File: src/rtl/serial_pkg.sv
// Shared types and defaults for the serial word transmitter and its matching receiver.
// The frame-length helper keeps both ends agreeing on how many bits a word occupies.
package serial_pkg;

   typedef enum logic [1:0] {
      ST_IDLE,
      ST_CLEAR,
      ST_SHIFT
   } ser_state_t;

   localparam int SER_W_DEFAULT = 8;

   // Bits per frame: the word itself, plus the sign-extension tail when that is enabled.
   function automatic int frame_len(input int w, input int ext_bits, input bit sign_ext);
      return sign_ext ? (w + ext_bits) : w;
   endfunction

endpackage

File: src/rtl/serial_word_tx.sv
// Parallel-to-serial front end for the bit-serial two's-complement negator: one clear cycle,
// then the word LSB first. Define SER_TX_SIGN_EXT_EN to append EXT_BITS copies of the word's MSB.
module serial_word_tx
   import serial_pkg::*;
#(
   parameter int W        = SER_W_DEFAULT,
   parameter int EXT_BITS = 1
) (
   input  logic         clk,
   input  logic         rst,
   input  logic         s_valid,
   output logic         s_ready,
   input  logic [W-1:0] s_data,
   output logic         ser_clr,
   output logic         ser_data,
   output logic         ser_valid,
   output logic         ser_last,
   output logic         busy
);

`ifdef SER_TX_SIGN_EXT_EN
   localparam bit SIGN_EXT = 1'b1;
`else
   localparam bit SIGN_EXT = 1'b0;
`endif

   localparam int N  = frame_len(W, EXT_BITS, SIGN_EXT);
   localparam int CW = $clog2(N) + 1;
   localparam logic [CW-1:0] LAST_COUNT = CW'(N - 1);

   ser_state_t    state;
   ser_state_t    state_next;
   logic [W-1:0]  shreg;
   logic [CW-1:0] count;
   logic          accept;
   logic          last_bit;
   logic          refill;

   always_ff @(posedge clk or posedge rst) begin
      if (rst) begin
         state <= ST_IDLE;
      end else begin
         state <= state_next;
      end
   end

   // Outputs are decoded purely from state so s_ready never looks at s_valid.
   always_comb begin
      state_next = state;
      s_ready    = 1'b0;
      ser_clr    = 1'b0;
      ser_valid  = 1'b0;
      ser_data   = 1'b0;
      ser_last   = 1'b0;
      busy       = 1'b1;
      last_bit   = 1'b0;
      case (state)
         ST_IDLE: begin
            busy    = 1'b0;
            s_ready = 1'b1;
            if (s_valid) begin
               state_next = ST_CLEAR;
            end
         end
         ST_CLEAR: begin
            ser_clr    = 1'b1;
            state_next = ST_SHIFT;
         end
         ST_SHIFT: begin
            last_bit  = (count == LAST_COUNT);
            ser_valid = 1'b1;
            ser_data  = shreg[0];
            ser_last  = last_bit;
            s_ready   = last_bit;
            if (last_bit) begin
               state_next = s_valid ? ST_CLEAR : ST_IDLE;
            end
         end
         default: begin
            state_next = ST_IDLE;
         end
      endcase
   end

   assign accept = s_valid && s_ready;

   // Replicating the MSB keeps it in place, so after W shifts the register holds pure sign bits.
   assign refill = SIGN_EXT ? shreg[W-1] : 1'b0;

   always_ff @(posedge clk or posedge rst) begin
      if (rst) begin
         shreg <= '0;
         count <= '0;
      end else if (accept) begin
         shreg <= s_data;
         count <= '0;
      end else if (state == ST_SHIFT) begin
         shreg <= {refill, shreg[W-1:1]};
         count <= count + CW'(1);
      end
   end

endmodule

File: config.mk
export PLATFORM = sky130hd
export DESIGN_NAME = serial_word_tx
export DESIGN_NICKNAME = d
export VERILOG_FILES = /design/src/rtl/serial_pkg.sv /design/src/rtl/serial_word_tx.sv
export SDC_FILE = /design/constraint.sdc
export NUM_CORES = 1
export LEC_CHECK = 0
export ABC_AREA = 0
export CAP_MARGIN = 40
export CORE_MARGIN = 2
export CORE_UTILIZATION = 45
export DETAILED_ROUTE_END_ITERATION = 16
export GPL_ROUTABILITY_DRIVEN = 0
export PLACE_DENSITY_LB_ADDON = 0.25
export SLEW_MARGIN = 0
export SYNTH_ARGS = -nofsm -noshare
export SYNTH_HDL_FRONTEND = slang
export SYNTH_SLANG_ARGS = --single-unit
File: constraint.sdc
create_clock -name clk -period 2.15 [get_ports clk]
set_clock_uncertainty 0.15 [all_clocks]
set_input_delay 0.43 -clock clk [delete_from_list [all_inputs] [get_ports clk]]
set_output_delay 0.43 -clock clk [all_outputs]
set_load 0.01 [all_outputs]
[After elaboration in Yosys (flattened, before gate mapping)]
Index checks and enable logic that the tools add are counted.
Widths: inputs -> output; s select.
Storage, ports and cells
  bits in registers: 14
  input port bits: 11
  logic and storage cells: 27
  output and inout port bits: 6
Cells by class
  equality and inequality tests: 5
  muxes and demuxes: 14
  reduce and logical (&&, ||, !) cells: 4
  $add $sub $neg: 1
Operators with widths (number)
  $mux 8: 2
  $mux 4: 2
  $mux 1: 6
  $pmux 2 s3: 1
  $add 4x1->4 const B: 1
  $eq 4x3->1 const B: 1
  $mux 2: 2
  $ne 2x2->1 const B: 2
  $eq 2x1->1 const B: 1
  $eq 2x2->1 const B: 1
  $logic_not 2->1: 1
  $pmux 1 s2: 1
  $reduce_and 2->1: 1
  $reduce_bool 2->1: 1
  $logic_and 1x1->1: 1

[Depth between registers and ports, before layout]
  word-level depth: 4
  gate-level depth with buffers: 5
  mapped depth without buffers: 4

[Worst setup path after synthesis]
Ideal clock, no wire load.
  path type: register to register
  start: register count[0]
  end: register shreg[2]
  stages on the path, launching flop included: 6
  slack: 0.585 ns
  buffers on the path: 1
  data arrival time: 1.289 ns
  required time: 1.874 ns
  period minus slack after synthesis: 1.565 ns
  library setup time: 0.126 ns
  cell sequence: dfrtp_1 -> ha_1 -> nand3b_1 -> a21oi_2 -> buf_4 -> a221o_1
Between the ends
  word-level cells in the longest chain between the ends: 4
  elaborated cells on any way between the ends: 5
  those cells by class: eq/ne: 1; mux: 2; reduce/logical: 2
RTL lines
  from (decl): RTL line serial_word_tx.sv:34  | logic [CW-1:0] count;
  from (signal assigned): RTL line serial_word_tx.sv:99  | count <= count + CW'(1);
  $eq 4x3->1 *: RTL line serial_word_tx.sv:70  | last_bit = (count == LAST_COUNT);
  $pmux 1 s2 *: RTL line serial_word_tx.sv:57  | case (state)
  $logic_and 1x1->1 *: RTL line serial_word_tx.sv:85  | assign accept = s_valid && s_ready;
  $mux 8 / $reduce_bool 2->1 (equally long branches)
  to (signal assigned): RTL line serial_word_tx.sv:95  | shreg <= s_data;
  to (signal assigned): RTL line serial_word_tx.sv:98  | shreg <= {refill, shreg[W-1:1]};
  to (decl): RTL line serial_word_tx.sv:33  | logic [W-1:0] shreg;
Every way passes the cells marked *; elsewhere a longest branch is shown, timed or not.
A chain may end at the register's enable or synchronous reset.

[Worst setup path after layout]
  start: register state[0]
  end: output ser_data
Between the ends
  word-level cells in the longest chain between the ends: 2
RTL lines
  from (decl): RTL line serial_word_tx.sv:31  | ser_state_t state;
  from (signal assigned): RTL line serial_word_tx.sv:43  | state <= state_next;
  $eq 2x2->1: RTL line serial_word_tx.sv:57
  $mux 1: RTL line serial_word_tx.sv:57
  to (decl): RTL line serial_word_tx.sv:15  | output logic ser_data,
No other way between the ends.

==> qor.yml <==
outcome:
  outcome: "complete, no violations"
final_layout:
  fin_cells: 107
  drive_above_1_share: 0.231
  diodes: 0
  fin_nets: 105
  utilization: 0.644
  area_growth_pct: 34.8
  nFillCells: 136
pwr:
  p_sw_frac: 0.345
  pwr-share-comb: 0.511
  leakagePower_nw: 0.460
  total_power_mw: 1.19
  clockPowerShare: 0.121
  vdd_drop_max_mv: 0.588
  cell_internal_pwr_mw: 0.781
  p_per_area_nw_per_um2: 1230
  power_switching_mw: 0.411
  p_seq_frac: 0.368
synthesis:
  postSynthCellCount: 65
  avgSynthCellArea_sq_um: 11.1
  synth_top_area_frac: 0.487
  synth_area_leaders: "dfrtp_1 49%, a221o_1 9.7%, a2111oi_0 3.7%, and3_1 3.5%, buf_6 3.1%"
  syn_nets: 77
  netlist_top_cells_count: "14 x dfrtp_1, 7 x a221o_1, 6 x inv_1"
  synth_edf_count: 0
  synth_cell_types: 28
  synth-main-ff-cell: "dfrtp_1"
  synth_most_common_cell: "dfrtp_1"
  yosys.area.top_type: "dfrtp_1"
  synth_warnings: 0
  async_flop_share: 1.00
  syn_area_sq_um: 719
  synth-seq-area-share: 0.487
  ys_ff_latch: 14
drt:
  vias: 612
  vias_per_cell: 5.72
  drt-total-wl_mm: 1.47
  first_pass_iters: 4
  initialDrtViolationCount: 13
  ant_nets: 0
  post_drt_wl_per_cell_um: 13.7
  drc: 0
die:
  initial_core_util: 0.478
  core_sq_um: 1510
  fp.dieArea_sq_um: 1930
  ios: 17
  rows: 14
  die_y_um: 44.0
  die_w_um: 44.0
critical_path:
  start_kind: "flop"
  critPathCaptureType: "output pin"
  critPathKind: "flop to output pin"
  r2r-start: "count[0]"
  r2r_cells: 4
  r2r_setup_slack_ns: 0.52
  worst_ep_arrival_time_ns: 1.48
  cp_max_fo: 4
  required_ns: 1.57
  reg2reg_to: "shreg[4]"
global_routing:
  grt_use_met1: 0.265
  grtUsageTotal: 0.186
  grt_use_met2: 0.276
  antenna_found_initial: 0
  gr-total-overflow: 0
  grt_pass1_wl_mm: 2.61
  grt_max_degree: 15
  busiest_layer: "met2"
  met3_usage: 0.0500
  grt_pass1_vias: 545
clocking:
  cts.sinks: 14
  cts_tree: "done"
  root_buffer: "clkbuf_4"
  clk_latency_ns: 0.27
  htreeDepth: 1
  path_clk_slew_ns: 0.08
  clk_path_buf_depth: 2
  cts_buffers: 3
sta:
  slew_violations: 0
  rsz0062_at_grt: "false"
  timing.slew.headroom: 0.639
  max_freq_mhz: 486
  fin_crit_sh: 0.957
  setup_viol: 0
  fin_setup_tns_ns: 0
  hold_violations: 0
  min_period_ns: 2.06
  worstMarginPinSlew_ns: 0.541
placement:
  placed_cells: 99
  dp_hpwl_um: 992
  port_buffers: 16
run:
  maxCapViolations: 0
hold_path:
  min_path_type: "input port to async pin"
-- routing by layer --
| metal | part of all wire | wire length (um) |
|---|---|---|
| met5 | 0 | 0 |
| met3 | 0.063 | 92 |
| met2 | 0.47 | 684 |
| met4 | 0.0068 | 10 |
| met1 | 0.46 | 680 |
-- flip-flops by register name (all words and copies together) (netlist names) --
signal,cells
shreg,8
count,4
state,2
-- worst max path at each step --
| stage | to | cells past startpoint | startpoint | slack [ns] |
|---|---|---|---|---|
| 5_1_grt | ser_data | 3 | state[1] | 0.009 |
| 3_5_place_dp | ser_last | 4 | count[0] | 0.08 |
| 6_report | ser_data | 3 | state[0] | 0.09 |
| 3_3_place_gp | count[3] | 5 | s_valid | 0.13 |
| 2_1_floorplan | shreg[2] | 5 | count[0] | 0.58 |
| 4_1_cts | ser_last | 5 | count[1] | 0.02 |
-- stage by stage --
stage	hold WS [ns]	instance area, sq um	setup slack (ns)
after CTS	0.352	958	0.0199
after global routing	0.378	970	0.00888
final	0.340	970	0.0931
after global placement	0.338	907	0.133
after detailed placement	0.339	907	0.0813
after floorplan	0.169	719	0.585
-- final cells by class --
class	instances	area, sq um	area share
clock buffer	3	22.5	0.0232
inverter	6	22.5	0.0232
multi-input combinational	41	319	0.329
sequential	14	352	0.363
tap	16	20.0	0.0206
timing repair buffer	27	234	0.241
-- critical path, stage by stage, from the launching register on --
cell,delay [ns]
dfrtp_1,0.41
nor2b_4,0.14
and2_1,0.13
clkdlybuf4s50_1,0.53
-- cells in the final DEF (no fill, tap or decap), drive strengths merged, types with 2 or more instances in the layout --
| cell | count |
|---|---|
| clkdlybuf4s50 | 12 |
| a221o | 7 |
| o21ai | 2 |
| dfrtp | 14 |
| nand2 | 3 |
| dlygate4sd2 | 3 |
| nor2b | 2 |
| a21oi | 3 |
| inv | 6 |
| a2111oi | 3 |
| clkbuf | 4 |
| buf | 11 |
| and3 | 4 |
| nand3b | 2 |
-- power by group through the flow --
stage | combinational (mW) | clock, mW | sequential (mW)
2_1_floorplan | 0.370 | 0 | 0.442
3_3_place_gp | 0.540 | 0 | 0.448
3_5_place_dp | 0.544 | 0 | 0.454
4_1_cts | 0.584 | 0.152 | 0.441
5_1_grt | 0.676 | 0.165 | 0.455
6_report | 0.609 | 0.144 | 0.439
-- logic make-up after synthesis --
group                      after synthesis  synth area share
xor gates and xnor gates                 1            0.0122
AOI/OAI and AO/OA                       19             0.233
DFF                                     14             0.487
and+or+nand+nor                         20             0.167
buffers and inverters                   10            0.0835
adders and majority gates                1            0.0174
-- what timing repair did --
item / CTS / global route
buffers inserted: 3 / 2
hold buffers: 0 / 0
setup endpoints to repair: 6 / 2
gates resized for setup: 8 / 2
Note: power is estimated with default switching activity, not from simulation.
==> variant 1: new RTL, config.mk and constraints unchanged <==
The 3 states of `ser_state_t` get a one-hot encoding in 3 bits.
--- a/src/rtl/serial_pkg.sv
+++ b/src/rtl/serial_pkg.sv
@@ -2,10 +2,10 @@
 // The frame-length helper keeps both ends agreeing on how many bits a word occupies.
 package serial_pkg;
 
-   typedef enum logic [1:0] {
-      ST_IDLE,
-      ST_CLEAR,
-      ST_SHIFT
+   typedef enum logic [2:0] {
+      ST_IDLE  = 3'b001,
+      ST_CLEAR = 3'b010,
+      ST_SHIFT = 3'b100
    } ser_state_t;
 
    localparam int SER_W_DEFAULT = 8;
Check against the original RTL: same outputs for any inputs over 10 cycles, from zero or initial values and one cycle with rst high; not proved beyond that.
==> variant 1 against the original RTL <==
- routed wire length is 1.3% lower
- register-to-register slack got worse by 260 ps
- power down 1.4%
- synthesized area rose by 13%
- sequential cell count increased by 1
- fmax down 1.1%
- design area up 11%
- non-clock buffer count decreased by 3
- via count fell by 7.0%
- worst setup slack worse by 23 ps
- sequential share of layout area fell by 1.3 points
- largest cell class is now multi-input gates
==> variant 1: results <==
[clock_tree]
path_clk_slew_ps = 80
numCtsBuffers = 3
clock_path_buffers = 2
root_buffer = clkbuf_4
postCtsSetupBuffers = 0
htreeDepth = 1
worstSkewPairLatency_ps = 270

[yosys]
synth_fp_nets = 77
yosys-top-cells-count = dfrtp_1 (14), mux2_4 (10), mux2_2 (4)
synth-adder-area-share = 0.0154
synthMuxAreaShare = 0.253
yosysSeqAreaShare = 0.464
synth_flop_cell = dfrtp_1
synth_cell_type_count = 29
avgSynthCellArea_um2 = 12.5
synth_area_leaders = dfrtp_1 (43%), mux2_4 (18%), mux2_2 (5.5%)
synth-xor-area-share = 0.0216
synth-compound-area-share = 0.0539

[worst_setup_path]
arrival_ps = 1500
critPathMaxFanout = 3

[grt]
grt_max_degree = 16
grt_first_pass_wirelength_um = 2300
grt_pass1_vias = 538
grt.total_usage = 0.156

[drt]
drt_iter0_markers = 3
viasPerCell = 4.86
wl_um = 1450
drtPass1Iterations = 2

[power_and_ir_drop]
irDropWorstVdd_v = 0.000564
power.leakage_nw = 0.534
p_switching_mw = 0.347

[cells_and_area]
nFillCells = 139
top_regs = shreg: 8 flops, count: 4 flops, state: 3 flops
layout.cells.non_filler = 117
drive_above_1_share = 0.359

[placement]
place_area_um2 = 1050
dp.cells = 113
hpwl_um = 1070

[run_status]
outcome = finished clean

[sta]
tightest_slew_ps = 553

[die]
std_cell_rows = 15
-- variant 1: cell types whose count changed in the layout (fill, tap and decap cells not counted), moves of 2 or more --
cell             change
and3_1               -4
inv_1                -3
a2111oi_0            -3
mux2_4              +10
nor2_1               +2
mux2_2               +4
a221o_1              -7
clkdlybuf4s50_1      -2
nor4bb_1             +2
xnor2_1              +2
buf_4                -3
-- variant 1: timing repair --
item	CTS	global route
hold endpoints to repair	0	0
endpoints found under the setup margin	6	14
resized for setup	6	7
-- variant 1: final timing paths --
kind	startpoint	to	slack, ps	depth (start not counted)
max in group asynchronous	rst	state[0]	1120	2
hold reg to reg	shreg[7]	shreg[7]	380	2
setup reg to reg	count[0]	shreg[4]	260	5
setup / recovery	state[0]	ser_data	70	4
hold / removal	rst	shreg[1]	360	2
min in group clk	shreg[7]	shreg[7]	380	2
-- variant 1: logic make-up after synthesis --
group                      Yosys count
adders and majority gates            1
xor gates and xnor gates             2
buffers and inverters                5
muxes                               15
DFF                                 15
AOI/OAI and AO/OA                    7
and+or+nand+nor                     20
-- variant 1: cell type report --
class / count / area, um^2 / area share
multi-input combinational: 45 / 422 / 0.392
tap: 25 / 31.3 / 0.0291
clock buffer: 4 / 26.3 / 0.0244
inverter: 4 / 15.0 / 0.0140
timing repair buffer: 24 / 205 / 0.191
sequential: 15 / 377 / 0.350
-- variant 1: stage by stage --
step                      worst slack, ps  TNS (ps)  power (mW)
after floorplan                       280         0       0.850
after global placement              -99.4      -569        1.03
after detailed placement             -138     -1070        1.05
after CTS                            13.6         0        1.19
after global routing                 9.69         0        1.27
final                                70.4         0        1.17
-- variant 1: metal layers --
layer	vias up	track usage	part of all wire
met5	-	0	0
met4	0	0.0514	0
met1	272	0.196	0.43
li1	284	-	-
met3	0	0.0471	0.048
met2	13	0.253	0.52
-- variant 1: worst max-delay path, stage by stage, from the launching register on --
cell and delay (ps):
dfstp_2 370, or3b_4 400, clkinv_1 80, and2_1 120, dlygate4sd2_1 260
-- variant 1: power by group through the flow --
stage / logic, mW / registers, mW / clock network, mW
2_1_floorplan: 0.389 / 0.461 / 0
3_3_place_gp: 0.580 / 0.454 / 0
3_5_place_dp: 0.591 / 0.457 / 0
4_1_cts: 0.569 / 0.452 / 0.165
5_1_grt: 0.622 / 0.464 / 0.180
6_report: 0.569 / 0.453 / 0.152
==> variant 2: new RTL, same settings <==
Without the edit above. The option `SER_TX_SIGN_EXT_EN` is turned on by a define.
--- a/src/rtl/serial_word_tx.sv
+++ b/src/rtl/serial_word_tx.sv
@@ -1,5 +1,7 @@
 // Parallel-to-serial front end for the bit-serial two's-complement negator: one clear cycle,
 // then the word LSB first. Define SER_TX_SIGN_EXT_EN to append EXT_BITS copies of the word's MSB.
+`define SER_TX_SIGN_EXT_EN
+
 module serial_word_tx
    import serial_pkg::*;
 #(
Check against the original RTL: not equivalent (Yosys sat finds a counterexample within 10 cycles, from zero or initial values and one cycle with rst high).
==> variant 2 against the original RTL <==
- count of clock-buffer cells in the layout grew 1
- die area rose by 6.8%
- utilization up 1.8 points
- design area increased by 6.3%
- hold slack worse by 1.5 ps
- synthesized area rose by 7.5%
- synthesized cell count rose by 4.6%
- register-to-register slack got worse by 130 ps
- power up 4.8%
- routed wire length is 12% higher
- sequential cell count rose by 1
- highest routed layer unchanged
- sequential share of layout area up 0.15 points
- worst setup slack improved by 0.90 ps
==> variant 2: results <==
[drt]
vias = 620
routed-wl-met3_um = 58
met1Wirelength_um = 771
drtPass1Iterations = 4
top_layer = met4
wl_met2_um = 786
drc = 0
viasPerCell = 5.59
wl_um = 1640
drt_iter0_markers = 8

[worst_setup_path]
critPathMaxFanout = 3
rr_worst_depth = 6
rr_endpoint = shreg[7]
reg2reg_slack_ps = 390
r2r_start = count[0]
crit_family = flip-flops
crit_slowest_cell = dfrtp_1
arrival_ps = 1480
endpoint = ser_last
max_stage_delay_ps = 410

[yosys]
synth_area_leaders = dfrtp_1 (49%), a221o_1 (9.1%), and2_1 (5.7%)
synth_cell_type_count = 26
synth-adder-area-share = 0.0324
synthMuxAreaShare = 0.0291
yosys-top-cells-count = dfrtp_1 (15), a221o_1 (7), and2_1 (7), inv_1 (7), a21oi_1 (3)
synthCells = 68
yosysSeqAreaShare = 0.485
synth_fp_nets = 81
yosysWarnings = 0
synth_flop_cell = dfrtp_1
synth-compound-area-share = 0.204
synth-xor-area-share = 0.0113

[clock_tree]
worstSkewPairLatency_ps = 290
postCtsSetupBuffers = 2
root_buffer = clkbuf_4
cts.repair.resized = 5
htreeDepth = 1

[placement]
hpwl_um = 1190
port_buffers = 16

[grt]
use_met2 = 0.293
grt.total_usage = 0.189
use_met1 = 0.254
use_met3 = 0.0357
grt_first_pass_wirelength_um = 2710
grt_max_degree = 16
grt_pass1_vias = 591

[power_and_ir_drop]
pwr-share-clk = 0.134
power.leakage_nw = 0.497
p_switching_mw = 0.450
power_frac_comb = 0.498
powerComb_mw = 0.621
irDropWorstVdd_v = 0.000571

[run_status]
outcome = finished clean

[cells_and_area]
top_regs = shreg: 8 flops, count: 5 flops, state: 2 flops
drive_above_1_share = 0.232
nets = 109
largest_reg_flops = 8

[sta]
tightest_slew_ps = 589
-- variant 2: cell count changes in the layout (fill, tap and decap cells not counted), sizes merged, moves of 2 or more --
| cell | before | now |
|---|---|---|
| a2111oi | 3 | 1 |
| a21oi | 3 | 5 |
| and2 | 1 | 7 |
| and3 | 4 | 0 |
| buf | 11 | 9 |
| clkdlybuf4s50 | 12 | 10 |
| dlymetal6s2s | 0 | 2 |
| mux2 | 0 | 2 |
-- variant 2: metrics by stage --
stage | worst slack [ps] | hold WS [ps] | area, um^2
finish | 93.9 | 339 | 1030
global route | 1.54 | 395 | 1030
CTS | 11.2 | 357 | 1030
detailed placement | 58.7 | 350 | 990
global placement | 98.3 | 329 | 990
floorplan | 515 | 181 | 773
-- variant 2: layout make-up --
| type | instances | area [um^2] |
|---|---|---|
| fillers | 126 | 528 |
| flip-flops and latches | 15 | 375 |
| multi-input cells | 44 | 358 |
| repair buffers | 25 | 225 |
| clock buffers | 4 | 26.3 |
| inverters | 7 | 26.3 |
| well taps | 16 | 20.0 |
